File: config.mk
export PLATFORM = sky130hd
export DESIGN_NAME = alu_issue_ctrl_flat
export DESIGN_NICKNAME = d
export VERILOG_FILES = /design/src/rtl/alu_issue_ctrl_pkg.sv /design/src/rtl/alu_issue_ctrl_if.sv /design/src/rtl/alu_issue_ctrl_decode.sv /design/src/rtl/alu_issue_ctrl.sv /design/src/flat_wrapper.sv
export SDC_FILE = /design/constraint.sdc
export NUM_CORES = 1
export LEC_CHECK = 0
export ABC_AREA = 1
export CAP_MARGIN = 20
export CORE_MARGIN = 1
export CORE_UTILIZATION = 52
export CTS_CLUSTER_SIZE = 30
export DETAILED_ROUTE_END_ITERATION = 16
export PLACE_DENSITY = 0.8
export RECOVER_POWER = 50
export SYNTH_ARGS = -nofsm -noshare
export SYNTH_HDL_FRONTEND = slang
export SYNTH_SLANG_ARGS = --single-unit
File: constraint.sdc
create_clock -name clk -period 2.5 [get_ports clk]
set_input_delay 0.5 -clock clk [delete_from_list [all_inputs] [get_ports clk]]
set_output_delay 0.5 -clock clk [all_outputs]
set_load 0.02 [all_outputs]
File: src/rtl/alu_issue_ctrl_pkg.sv
// alu_issue_pkg: opcodes, ALU select codes, FSM states and instruction field positions
package alu_issue_pkg;

    localparam logic [3:0] OP_ADD   = 4'd0;
    localparam logic [3:0] OP_SUB   = 4'd1;
    localparam logic [3:0] OP_MUL   = 4'd2;
    localparam logic [3:0] OP_AND   = 4'd3;
    localparam logic [3:0] OP_OR    = 4'd4;
    localparam logic [3:0] OP_NAND  = 4'd5;
    localparam logic [3:0] OP_NOT   = 4'd6;
    localparam logic [3:0] OP_NOR   = 4'd7;
    localparam logic [3:0] OP_XOR   = 4'd8;
    localparam logic [3:0] OP_XNOR  = 4'd9;
    localparam logic [3:0] OP_SHL   = 4'd10;
    localparam logic [3:0] OP_SHR   = 4'd11;
    localparam logic [3:0] OP_CMPEQ = 4'd12;
    localparam logic [3:0] OP_LDI   = 4'd13;
    localparam logic [3:0] OP_NOP   = 4'd14;
    localparam logic [3:0] OP_ILL   = 4'd15;

    localparam logic [1:0] S1_ARITH = 2'b00;
    localparam logic [1:0] S1_LOGIC = 2'b01;

    localparam int OP_LSB  = 12;
    localparam int RD_LSB  = 10;
    localparam int RS1_LSB = 8;
    localparam int RS2_LSB = 6;
    localparam int IMM_LSB = 0;

    typedef enum logic [1:0] {
        S_IDLE  = 2'd0,
        S_ISSUE = 2'd1,
        S_RESP  = 2'd2
    } state_t;

    typedef struct packed {
        logic [1:0] s1;
        logic [2:0] s2;
        logic [3:0] s3;
        logic       writes_rd;
        logic       uses_alu;
        logic       illegal;
    } dec_t;

endpackage

File: src/rtl/alu_issue_ctrl_if.sv
// alu_issue_ctrl_if: command, response and ALU-facing signals of the issue controller
interface alu_issue_ctrl_if #(
    parameter int DATA_W = 8
);
    logic              cmd_valid;
    logic              cmd_ready;
    logic [15:0]       cmd_instr;
    logic [DATA_W-1:0] alu_a;
    logic [DATA_W-1:0] alu_b;
    logic [1:0]        alu_s1;
    logic [2:0]        alu_s2;
    logic [3:0]        alu_s3;
    logic [DATA_W-1:0] alu_o;
    logic              rsp_valid;
    logic              rsp_ready;
    logic [DATA_W-1:0] rsp_data;
    logic              rsp_err;
    logic [7:0]        ops_done;

    modport slave (
        input  cmd_valid, cmd_instr, alu_o, rsp_ready,
        output cmd_ready, alu_a, alu_b, alu_s1, alu_s2, alu_s3, rsp_valid, rsp_data, rsp_err, ops_done
    );

    modport master (
        output cmd_valid, cmd_instr, alu_o, rsp_ready,
        input  cmd_ready, alu_a, alu_b, alu_s1, alu_s2, alu_s3, rsp_valid, rsp_data, rsp_err, ops_done
    );
endinterface

File: src/rtl/alu_issue_ctrl_decode.sv
// alu_op_decode: maps a 4-bit opcode onto ALU selects and writeback/illegal flags
module alu_op_decode
    import alu_issue_pkg::*;
(
    input  logic [3:0] i_op,
    output dec_t       o_dec
);
    logic w_logic;

    assign w_logic         = (i_op >= OP_AND) && (i_op <= OP_CMPEQ);
    assign o_dec.uses_alu  = i_op <= OP_CMPEQ;
    assign o_dec.s1        = w_logic ? S1_LOGIC : S1_ARITH;
    // arithmetic ops and logic ops are each contiguous, so the select is an offset of the opcode
    assign o_dec.s2        = (i_op <= OP_MUL) ? i_op[2:0] + 3'd1 : 3'd0;
    assign o_dec.s3        = w_logic ? i_op - OP_AND : 4'd0;
    assign o_dec.writes_rd = i_op <= OP_LDI;
    assign o_dec.illegal   = i_op == OP_ILL;
endmodule

File: src/rtl/alu_issue_ctrl.sv
// alu_issue_ctrl: issues instructions to an external combinational ALU from a local register file
// and returns each result over a valid/ready response channel.
module alu_issue_ctrl
    import alu_issue_pkg::*;
#(
    parameter int DATA_W  = 8,
    parameter int REG_AW  = 2,
    parameter int ALU_LAT = 1
) (
    input logic            clk,
    input logic            rst,
    alu_issue_ctrl_if.slave bus
);
    localparam int CW = (ALU_LAT > 1) ? $clog2(ALU_LAT) : 1;

    state_t            r_state, w_next;
    logic [DATA_W-1:0] r_rf [2**REG_AW];
    logic [DATA_W-1:0] r_a, r_b, r_rsp_data;
    logic [3:0]        r_op;
    logic [REG_AW-1:0] r_rd;
    logic [CW-1:0]     r_cnt;
    logic              r_rsp_err;
    logic [7:0]        r_ops_done;
    logic [3:0]        w_op;
    logic              w_accept, w_issue, w_last, w_done;
    dec_t              w_dec;

    // while idle the decoder looks at the incoming instruction, otherwise at the latched one
    assign w_op     = (r_state == S_IDLE) ? bus.cmd_instr[OP_LSB +: 4] : r_op;
    assign w_accept = bus.cmd_valid && bus.cmd_ready;
    assign w_issue  = r_state == S_ISSUE;
    assign w_last   = w_issue && (r_cnt == '0);
    assign w_done   = (r_state == S_RESP) && bus.rsp_ready;

    alu_op_decode u_dec (
        .i_op  (w_op),
        .o_dec (w_dec)
    );

    always_comb begin
        w_next = r_state;
        case (r_state)
            S_IDLE:  w_next = w_accept ? (w_dec.uses_alu ? S_ISSUE : S_RESP) : S_IDLE;
            S_ISSUE: w_next = w_last ? S_RESP : S_ISSUE;
            S_RESP:  w_next = bus.rsp_ready ? S_IDLE : S_RESP;
            default: w_next = S_IDLE;
        endcase
    end

    always_ff @(posedge clk) begin
        if (rst) begin
            r_state    <= S_IDLE;
            r_a        <= '0;
            r_b        <= '0;
            r_op       <= OP_NOP;
            r_rd       <= '0;
            r_cnt      <= '0;
            r_rsp_data <= '0;
            r_rsp_err  <= 1'b0;
            r_ops_done <= '0;
            for (int i = 0; i < 2**REG_AW; i++) r_rf[i] <= '0;
        end else begin
            r_state <= w_next;
            if (w_accept) begin
                r_op  <= w_op;
                r_rd  <= bus.cmd_instr[RD_LSB +: REG_AW];
                r_a   <= r_rf[bus.cmd_instr[RS1_LSB +: REG_AW]];
                r_b   <= r_rf[bus.cmd_instr[RS2_LSB +: REG_AW]];
                r_cnt <= CW'(ALU_LAT - 1);
                if (!w_dec.uses_alu) begin
                    r_rsp_data <= w_dec.writes_rd ? DATA_W'(bus.cmd_instr[IMM_LSB +: 8]) : '0;
                    r_rsp_err  <= w_dec.illegal;
                    if (w_dec.writes_rd) r_rf[bus.cmd_instr[RD_LSB +: REG_AW]] <= DATA_W'(bus.cmd_instr[IMM_LSB +: 8]);
                end
            end
            if (w_last) begin
                r_rsp_data <= bus.alu_o;
                r_rsp_err  <= 1'b0;
                if (w_dec.writes_rd) r_rf[r_rd] <= bus.alu_o;
            end else if (w_issue) begin
                r_cnt <= r_cnt - 1'b1;
            end
            if (w_done) r_ops_done <= r_ops_done + 8'd1;
        end
    end

    assign bus.cmd_ready = (r_state == S_IDLE) && !rst;
    assign bus.alu_a     = w_issue ? r_a : '0;
    assign bus.alu_b     = w_issue ? r_b : '0;
    assign bus.alu_s1    = w_issue ? w_dec.s1 : S1_ARITH;
    assign bus.alu_s2    = w_issue ? w_dec.s2 : 3'd0;
    assign bus.alu_s3    = w_issue ? w_dec.s3 : 4'd0;
    assign bus.rsp_valid = r_state == S_RESP;
    assign bus.rsp_data  = r_rsp_data;
    assign bus.rsp_err   = r_rsp_err;
    assign bus.ops_done  = r_ops_done;
endmodule
File: src/flat_wrapper.sv
// flat-port wrapper written by rule: the top's interface ports become plain ports
module alu_issue_ctrl_flat import alu_issue_pkg::*;
#(
    parameter int DATA_W  = 8,
    parameter int REG_AW  = 2,
    parameter int ALU_LAT = 1
)
  (clk, rst, bus_cmd_valid, bus_cmd_instr, bus_alu_o, bus_rsp_ready, bus_cmd_ready, bus_alu_a, bus_alu_b, bus_alu_s1, bus_alu_s2, bus_alu_s3, bus_rsp_valid, bus_rsp_data, bus_rsp_err, bus_ops_done);
  alu_issue_ctrl_if #(.DATA_W(DATA_W)) bus_i ();
  input logic clk;
  input logic rst;
  input wire logic [$bits(bus_i.cmd_valid)-1:0] bus_cmd_valid;
  input wire logic [$bits(bus_i.cmd_instr)-1:0] bus_cmd_instr;
  input wire logic [$bits(bus_i.alu_o)-1:0] bus_alu_o;
  input wire logic [$bits(bus_i.rsp_ready)-1:0] bus_rsp_ready;
  output wire logic [$bits(bus_i.cmd_ready)-1:0] bus_cmd_ready;
  output wire logic [$bits(bus_i.alu_a)-1:0] bus_alu_a;
  output wire logic [$bits(bus_i.alu_b)-1:0] bus_alu_b;
  output wire logic [$bits(bus_i.alu_s1)-1:0] bus_alu_s1;
  output wire logic [$bits(bus_i.alu_s2)-1:0] bus_alu_s2;
  output wire logic [$bits(bus_i.alu_s3)-1:0] bus_alu_s3;
  output wire logic [$bits(bus_i.rsp_valid)-1:0] bus_rsp_valid;
  output wire logic [$bits(bus_i.rsp_data)-1:0] bus_rsp_data;
  output wire logic [$bits(bus_i.rsp_err)-1:0] bus_rsp_err;
  output wire logic [$bits(bus_i.ops_done)-1:0] bus_ops_done;
  assign bus_i.cmd_valid = bus_cmd_valid;
  assign bus_i.cmd_instr = bus_cmd_instr;
  assign bus_i.alu_o = bus_alu_o;
  assign bus_i.rsp_ready = bus_rsp_ready;
  assign bus_cmd_ready = bus_i.cmd_ready;
  assign bus_alu_a = bus_i.alu_a;
  assign bus_alu_b = bus_i.alu_b;
  assign bus_alu_s1 = bus_i.alu_s1;
  assign bus_alu_s2 = bus_i.alu_s2;
  assign bus_alu_s3 = bus_i.alu_s3;
  assign bus_rsp_valid = bus_i.rsp_valid;
  assign bus_rsp_data = bus_i.rsp_data;
  assign bus_rsp_err = bus_i.rsp_err;
  assign bus_ops_done = bus_i.ops_done;
  alu_issue_ctrl #(.DATA_W(DATA_W), .REG_AW(REG_AW), .ALU_LAT(ALU_LAT)) u_core (.clk(clk), .rst(rst), .bus(bus_i));
endmodule
=== Word level (Yosys, flattened, before mapping) ===
Memories as Yosys holds them, arrays and structs flattened. A register that Yosys moved wholly into a read port is not among the register bits.
Cells that the tools add are included.

* Eq/ne operators: 4
* $add $sub $neg: 4
* Bitwise gates (word level): 2
* Multiplexer cells: 37
* Reductions and logical operators: 13
* $lt $le $gt $ge: 4

{| class="wikitable"
|+ Operator list
! cell !! count
|-
| 8-bit two-way mux || 8
|-
| 1-bit two-way mux || 17
|-
| 8-bit OR reduction || 2
|-
| 2-bit two-way mux || 6
|-
| 4-bit two-way mux || 3
|-
| 8-bit by 1-bit adder with 8-bit output (second input constant) || 1
|-
| 4-bit less-or-equal comparator (second input constant) || 2
|-
| 3-bit two-way mux || 2
|-
| 2-bit case mux with 3 select lines || 1
|-
| 1-bit logical AND || 5
|-
| 4-bit == test (second input constant) || 1
|-
| 4-bit by 2-bit greater-or-equal comparator with 1-bit output (second input constant) || 1
|-
| 4-bit by 2-bit less-or-equal comparator with 1-bit output (second input constant) || 1
|-
| 2-bit AND reduction || 2
|-
| 4-bit by 2-bit subtractor with 4-bit output (second input constant) || 1
|-
| 3-bit by 1-bit adder with 3-bit output (second input constant) || 1
|-
| 2-bit by 1-bit == test with 1-bit output (second input constant) || 1
|-
| 2-bit == test (second input constant) || 1
|-
| 2-bit logical NOT || 1
|-
| 2-bit by 1-bit != test with 1-bit output (second input constant) || 1
|-
| 1-bit NOT || 2
|-
| 2-bit nonzero test || 1
|-
| 2-bit OR reduction || 1
|-
| 1-bit logical NOT || 1
|-
| 1-bit subtractor (second input constant) || 1
|}

* Input port bits: 28
* Flip-flop bits (word level): 26
* Memories kept: 1
* Bits in writable memories: 32

{| class="wikitable"
|+ Memory list
! name !! words !! bits a word !! read ports !! clocked after Yosys merged registers in !! write ports !! RTL line !! RTL
|-
| u_core.r_rf || 4 || 8 || 2 || 2 || 4 || alu_issue_ctrl.sv:17 || <nowiki>logic [DATA_W-1:0] r_rf [2**REG_AW];</nowiki>
|}

=== Longest topological paths before layout ===
Gate-level depths: netlist (run 1).

* Depth after elaboration: 11
* Gate-level depth with buffers: 13
* Depth with buffers taken out: 13

=== Modules after synthesis ===
Synthesis (run 1) repeated with hierarchy kept, for this count alone.

* Cells, all modules: 548
* Area total of the unflattened synthesis: 3,947.5 sq um

{| class="wikitable"
|+ Modules (own cells, without submodules)
! module !! seq. area each (sq um) !! instances !! cells an instance !! area each (sq um)
|-
| alu_issue_ctrl || 1,801.7 || 1 || 516 || 3,766.1
|-
| alu_op_decode || 0.0 || 1 || 32 || 181.4
|}

=== Least setup slack after synthesis (run 1) ===
Ideal clock, no wire load.

* Kind: register to register
* From: register u_core.r_state[0]
* To: memory u_core.r_rf[3][0], enable pin
* Buffers on the path: 0
* Path slack: 0.262 ns
* Arrival time: 1.867 ns
* Stages on the path, launching flop included: 13
* Cells stage by stage: dfxtp_1 -> nor2_2 -> nand2_1 -> nand2_1 -> inv_1 -> ha_1 -> inv_1 -> nand3_2 -> nand3_1 -> inv_1 -> nor2_2 -> nand2_1 -> nor2_1

{| class="wikitable"
|+ RTL lines
! what !! RTL line !! RTL
|-
| start: declaration || alu_issue_ctrl.sv:16 || <nowiki>state_t r_state, w_next;</nowiki>
|-
| start signal: assignment || alu_issue_ctrl.sv:63 || <nowiki>r_state <= w_next;</nowiki>
|-
| end: declaration || alu_issue_ctrl.sv:17 ||
|}

=== Final worst setup path (run 1) ===
* From: register u_core.r_state[1]
* To: output bus_alu_s3[0]

* Word-level cells in the longest chain between the ends: 6
* Elaborated cells on any way between the ends: 9
* Those cells by class: 1 x add/sub; 2 x order compare; 1 x eq/ne; 3 x mux; 2 x reduce/logical

{| class="wikitable"
|+ RTL lines
! what !! RTL line !! RTL
|-
| 2-bit logical NOT || alu_issue_ctrl.sv:29 || <nowiki>assign w_op = (r_state == S_IDLE) ? bus.cmd_instr[OP_LSB +: 4] : r_op;</nowiki>
|-
| 4-bit two-way mux || alu_issue_ctrl.sv:29 ||
|-
| 4-bit by 2-bit greater-or-equal comparator with 1-bit output / 4-bit less-or-equal comparator (equally long branches) || alu_issue_ctrl_decode.sv:10 || <nowiki>assign w_logic = (i_op >= OP_AND) && (i_op <= OP_CMPEQ);</nowiki>
|-
| 1-bit logical AND || alu_issue_ctrl_decode.sv:10 ||
|-
| 4-bit two-way mux || alu_issue_ctrl_decode.sv:15 || <nowiki>assign o_dec.s3 = w_logic ? i_op - OP_AND : 4'd0;</nowiki>
|-
| 4-bit two-way mux (*) || alu_issue_ctrl.sv:92 || <nowiki>assign bus.alu_s3 = w_issue ? w_dec.s3 : 4'd0;</nowiki>
|-
| end: declaration || flat_wrapper.sv:21 || <nowiki>output wire logic [$bits(bus_i.alu_s3)-1:0] bus_alu_s3;</nowiki>
|}

Every way passes the cells marked *; elsewhere a longest branch is shown, timed or not.

==> impl_metrics.env, run 1 <==
export IMPL_final_period_utilization_pct=102
export IMPL_antennaDiodeCount=0
export IMPL_cts_tree="done"
export IMPL_yosysUniqueCellTypes=30
export IMPL_n_fill_cell=537
export IMPL_fin_nets=613
export IMPL_grt_pass1_vias=3249
export IMPL_path_class="reg -> out"
export IMPL_coreArea_um2=6790
export IMPL_dp_cells=662
export IMPL_pin_count=72
export IMPL_worstPathRequired_ns=2.00
export IMPL_synth_edf_count=32
export IMPL_final_common_cell="nor2_1"
export IMPL_antenna_left=0
export IMPL_violations="negative setup slack"
export IMPL_synthFlopType="dfxtp_1"
export IMPL_antenna_found_initial=0
export IMPL_syn_mean_instance_area_um2=7.65
export IMPL_min_path_cells=2
export IMPL_cap_viol_max_count=0
export IMPL_setup_slack_ns=-0.0472
export IMPL_finalNonFillerCells=683
export IMPL_dr_pass1_iters=6
export IMPL_p_leak_uw=0.00218
export IMPL_vdd_drop_max_mv=0.403
export IMPL_vias_per_cell=5.23
export IMPL_port_buffers=70
export IMPL_synth_area_um2=3640
export IMPL_drive_above_1_share_pct=16.2
export IMPL_utilization_pct=71.7
export IMPL_start_util_pct=53.6
export IMPL_arrival_ns=2.05
export IMPL_fmax_ghz=0.393
export IMPL_gp_congestion=0.852
export IMPL_tightest_slew_ns=0.522
export IMPL_hold_viol_final=0
export IMPL_wl_per_cell_um=14.4
export IMPL_synthToLayoutAreaGrowth_pct=33.7
export IMPL_r2r_cells=14
export IMPL_drv_slew=0
export IMPL_grt_remaining_overflow=0
export IMPL_fp_dieH_um=85.7
export IMPL_cellPowerDensity_nw_per_um2=558
export IMPL_synthArstFlopShare_pct=0
export IMPL_crit_path_start_kind="flop"
export IMPL_ys_ff_latch=74
export IMPL_numCtsBuffers=9
export IMPL_synth_warnings=0
export IMPL_critical_path_most_common_cell="nand2_2"
export IMPL_min_path_type="reg -> reg"
export IMPL_critPathMaxStageDelay_ns=0.39
export IMPL_crit_chain="inv_2 -> nand2_2 -> nand2_1 -> nand2_2 -> buf_4 -> nand2_2 -> nand2_2 -> inv_1 -> a31oi_1 -> nand2_2 -> nor2_1 -> buf_4"
export IMPL_dpl_cell_area_um2=4690
export IMPL_finalSetupViolCount=4
export IMPL_clk_pin_slew_worst_paths_ns=0.09
export IMPL_relSlewSlack_pct=65.2
export IMPL_clk_root_buffer_cell="clkbuf_8"
export IMPL_crit_slowest_cell="dfxtp_2"
export IMPL_rows=30
export IMPL_htreeDepth=3
export IMPL_remaining_drc_errors=0
export IMPL_track_usage_pct=27.0
export IMPL_rrSetupSlack_ns=0.30
export IMPL_fp_dieW_um=85.7
export IMPL_final_cell_area_um2=4870
export IMPL_cts_sinks=74
export IMPL_num_vias=3573
export IMPL_ys_seq_area_share_pct=49.5
export IMPL_grt_max_degree=20
export IMPL_min_period_ns=2.55
export IMPL_clk_path_buf_depth=2
export IMPL_wirelength_um=9810
export IMPL_crit_path_end_kind="primary output"
export IMPL_place_ws_ns=-0.520
export IMPL_post_dp_hpwl_um=6930
export IMPL_synth_nets=507
export IMPL_final_cell_mix="108 x nor2_1, 68 x nand2_1, 60 x o21ai_0, 58 x inv_1, 40 x dfxtp_1"
export IMPL_drt_initial_drc_count=439
export IMPL_status="finished, violations left"
export IMPL_path_max_fanout=5
export IMPL_grt_first_pass_wirelength_um=15100
export IMPL_clkLatencyLatePin_ns=0.36
export IMPL_clock_skew_ns=0.0145
export IMPL_die_area_um2=7340
export IMPL_synthesis_instances=476
power breakdown:
| group | switching [uW] | leakage (uW) | internal (uW) |
|---|---|---|---|
| Clock | 487 | 0.0000847 | 374 |
| Combinational | 283 | 0.00142 | 211 |
| Sequential | 32.3 | 0.000675 | 1330 |
stage by stage:
step	hold slack [ns]	total power, uW	TNS [ns]
floorplan	0.436	1630	0
global placement	0.450	1830	-4.91
detailed placement	0.456	1850	-7.83
CTS	0.469	2710	-0.0101
global route	0.504	2840	-0.727
finish	0.482	2720	-0.115
registers in the layout, indices dropped and copies added (netlist names):
register / count
u_core.r_cnt: 1
u_core.bus.rsp_err: 1
u_core.r_state: 2
u_core.bus.ops_done: 8
u_core.r_rf: 32
u_core.r_a: 8
u_core.r_op: 4
u_core.r_b: 8
u_core.r_rd: 2
u_core.bus.rsp_data: 8
worst max-delay path: cells and delay by family (launching register included):
family / cells / cell delay (ns)
buffers and inverters: 4 / 0.38
AOI/OAI and AO/OA: 1 / 0.23
DFF: 1 / 0.39
and+or+nand+nor: 7 / 0.71
layout make-up:
type	instances	area [um^2]	share of cell area, %
clock buffers	9	124	2.54
repair buffers	109	962	19.8
clock inverters	7	57.6	1.18
well taps	96	120	2.47
inverters	67	255	5.24
flip-flops and latches	74	1800	37.1
multi-input cells	321	1550	31.7
timing repair:
action | in CTS | in global routing
setup endpoints to repair | 8 | 32
pin swaps | 4 | 5
hold buffers | 0 | 0
buffers inserted | 2 | 3
gates resized for setup | 35 | 26
metal layers:
metal	wire [um]	track usage, %	up-vias
met4	326	15.5	0
met3	759	4.43	34
met5	0	0	-
li1	-	-	1747
met2	4560	41.1	173
met1	4170	36.6	1619
cell families (layout without fill, tap and decap cells):
family / Yosys count / after routing / share of synthesized area [%]
simple gates: 220 / 220 / 25.8
compound gates: 93 / 93 / 14.0
buf+inv: 81 / 192 / 8.62
flops: 74 / 74 / 49.5
xor+xnor: 4 / 4 / 0.962
fa+ha+maj: 3 / 3 / 1.03
other cells: 1 / 1 / 0.103
cells in the mapped netlist (3+ instances only):
cell,instances,area [um^2]
nor2_1,107,402
o22ai_1,16,100
nand2_1,72,270
edfxtp_1,32,961
nand3_1,16,80.1
o21ai_0,59,295
inv_1,62,233
inv_2,5,18.8
nand2_2,7,43.8
nor2_2,5,31.3
xor2_1,4,35.0
nand3_2,3,30.0
a21oi_1,10,50.1
ha_1,3,37.5
dfxtp_1,42,841
clkbuf_1,10,37.5
nor3_1,3,15.0
final timing paths:
check                                                   end                    startpoint
worst min-delay path             u_core.r_b[3]$_SDFFE_PP0N_    u_core.r_b[3]$_SDFFE_PP0N_
worst max register to register  u_core.r_rf[3][0]$_DFFE_PP_  u_core.r_state[0]$_SDFF_PP0_
worst min register to register   u_core.r_b[3]$_SDFFE_PP0N_    u_core.r_b[3]$_SDFFE_PP0N_
worst max-delay path                          bus_alu_s3[0]  u_core.r_state[1]$_SDFF_PP0_
(Power assumes the default switching activity.)
==> inputs of run 2 (changes only) <==
--- a/config.mk
+++ b/config.mk
@@ -8,10 +8,10 @@
 export ABC_AREA = 1
 export CAP_MARGIN = 20
 export CORE_MARGIN = 1
-export CORE_UTILIZATION = 52
+export CORE_UTILIZATION = 47
 export CTS_CLUSTER_SIZE = 30
 export DETAILED_ROUTE_END_ITERATION = 16
-export PLACE_DENSITY = 0.8
+export PLACE_DENSITY = 0.77
 export RECOVER_POWER = 50
 export SYNTH_ARGS = -nofsm -noshare
 export SYNTH_HDL_FRONTEND = slang
==> constraint.sdc (replaced) <==
create_clock -name clk -period 2.3 [get_ports clk]
set_input_delay 0.575 -clock clk [delete_from_list [all_inputs] [get_ports clk]]
set_output_delay 0.575 -clock clk [all_outputs]
set_load 0.02 [all_outputs]
==> impl_metrics.env, run 2 (same netlist as run 1, synthesis figures left out) <==
export IMPL_status="finished, violations left"
export IMPL_violations="negative setup slack"
export IMPL_seqCellArea_um2=1810
export IMPL_post_dp_hpwl_um=6920
export IMPL_cellPowerDensity_nw_per_um2=600
export IMPL_grt_setup_unrepaired="yes"
export IMPL_path_max_fanout=4
export IMPL_path_class="reg -> out"
export IMPL_setup_slack_ns=-0.143
export IMPL_vdd_drop_max_mv=0.339
export IMPL_final_period_utilization_pct=106
export IMPL_arrival_ns=1.87
export IMPL_hold_viol_final=0
export IMPL_final_common_cell="nor2_1"
export IMPL_synthToLayoutAreaGrowth_pct=42.2
export IMPL_clock_skew_ns=0.00775
export IMPL_busiest_layer="met2"
export IMPL_crit_path_start_kind="flop"
export IMPL_port_buffers=70
export IMPL_drive_above_1_share_pct=23.8
export IMPL_largest_register="u_core.r_rf"
export IMPL_grt_use_met2_pct=42.2
export IMPL_multi_input_area_um2=1680
export IMPL_antenna_found_initial=0
export IMPL_antennaDiodeCount=0
export IMPL_grt_max_degree=20
export IMPL_use_met3_pct=4.15
export IMPL_min_path_type="reg -> reg"
export IMPL_worstPathRequired_ns=1.73
export IMPL_crit_slowest_cell="dfxtp_4"
export IMPL_pin_count=72
export IMPL_grt_first_pass_wirelength_um=16000
export IMPL_final_cell_mix="102 x nor2_1, 61 x nand2_1, 57 x inv_1, 57 x o21ai_0, 44 x buf_4"
export IMPL_wl_per_cell_um=14.7
export IMPL_numCtsBuffers=9
export IMPL_num_vias=3633
export IMPL_fmax_ghz=0.409
export IMPL_largest_register_ffs=32
export IMPL_track_usage_pct=25.2
export IMPL_antenna_left=0
export IMPL_critPathMaxStageDelay_ns=0.37
export IMPL_start_util_pct=49.4
export IMPL_rows=31
export IMPL_remaining_drc_errors=0
export IMPL_drv_slew=0
export IMPL_clk_path_buf_depth=2
export IMPL_cts_tree="done"
export IMPL_clk_root_buffer_cell="clkbuf_8"
export IMPL_clkLatencyLatePin_ns=0.35
export IMPL_dr_pass1_iters=5
export IMPL_cap_viol_max_count=0
export IMPL_grtUsageMet1_pct=31.6
export IMPL_vias_per_cell=5.19
export IMPL_clk_pin_slew_worst_paths_ns=0.08
export IMPL_finalSetupViolCount=8
export IMPL_coreArea_um2=7370
export IMPL_fp_dieH_um=90.0
export IMPL_die_area_um2=8110
export IMPL_utilization_pct=70.3
export IMPL_grt_remaining_overflow=0
export IMPL_cts_sinks=74
export IMPL_fp_dieW_um=90.0
export IMPL_gp_congestion=0.857
export IMPL_drt_initial_drc_count=281
export IMPL_p_leak_uw=0.00223
export IMPL_fin_nets=627
export IMPL_wirelength_um=10300
export IMPL_htreeDepth=3
export IMPL_grt_pass1_vias=3407
export IMPL_total_power_uw=3110
export IMPL_crit_chain="nor2_4 -> nand2_1 -> nand2_2 -> inv_2 -> ha_4 -> inv_4 -> xor2_2 -> inv_1 -> nor2_1 -> buf_4"
export IMPL_min_period_ns=2.44
export IMPL_n_fill_cell=539
export IMPL_crit_path_end_kind="primary output"
-- run 2: repair_timing --
action | 4_1_cts | 5_1_grt
resized for setup | 118 | 41
cloned | 0 | 0
setup endpoints to repair | 49 | 31
hold buffers | 0 | 0
pin swaps | 19 | 14
setup buffers | 4 | 1
endpoints found under the hold margin | 0 | 0
-- run 2: final timing paths --
check                          startpoint                           to  slack (ns)  depth (start not counted)
min            u_core.r_a[0]$_SDFFE_PP0N_   u_core.r_a[0]$_SDFFE_PP0N_        0.47                          2
max reg2reg  u_core.r_state[0]$_SDFF_PP0_  u_core.r_rf[3][2]$_DFFE_PP_        0.10                         14
min reg2reg    u_core.r_a[0]$_SDFFE_PP0N_   u_core.r_a[0]$_SDFFE_PP0N_        0.47                          2
max          u_core.r_state[0]$_SDFF_PP0_                bus_alu_s2[2]       -0.14                         10
-- run 2: through the flow --
step	TNS [ns]	std cells	setup slack, ns	area, um^2	hold slack, ns
after global routing	-1.88	700	-0.279	5180	0.502
after global placement	-24.27	679	-0.741	4800	0.454
after CTS	-0.556	699	-0.117	5110	0.475
final	-0.732	700	-0.143	5180	0.474
after detailed placement	-26.09	679	-0.783	4800	0.463
after floorplan	0	476	0.110	3640	0.436
-- run 2: layout make-up --
type                    instances  share of cell area (%)
clock buffers                  10                    2.46
repair buffers                123                    21.5
multi-input cells             321                    32.4
well taps                      99                    2.39
flip-flops and latches         74                    34.9
inverters                      67                    5.03
clock inverters                 6                    1.26
-- run 2: worst max-delay path, delay by kind of cell (launching register included) --
kind          cells  cell delay, ns
fa+ha+maj         1            0.17
buf+inv           4            0.35
flops             1            0.37
simple gates      4            0.45
xor+xnor          1            0.16
-- run 2: power by group --
part | switching (uW) | total (uW) | internal (uW)
sequential | 33.0 | 1470 | 1440
combinational | 358 | 636 | 278
clock | 493 | 999 | 506
total | 884 | 3110 | 2220
-- run 2: routing by layer --
layer,share of wire [%],wire length (um)
met1,42,4340
met4,2.6,268
met3,5.7,589
met2,49,5060
met5,0,0
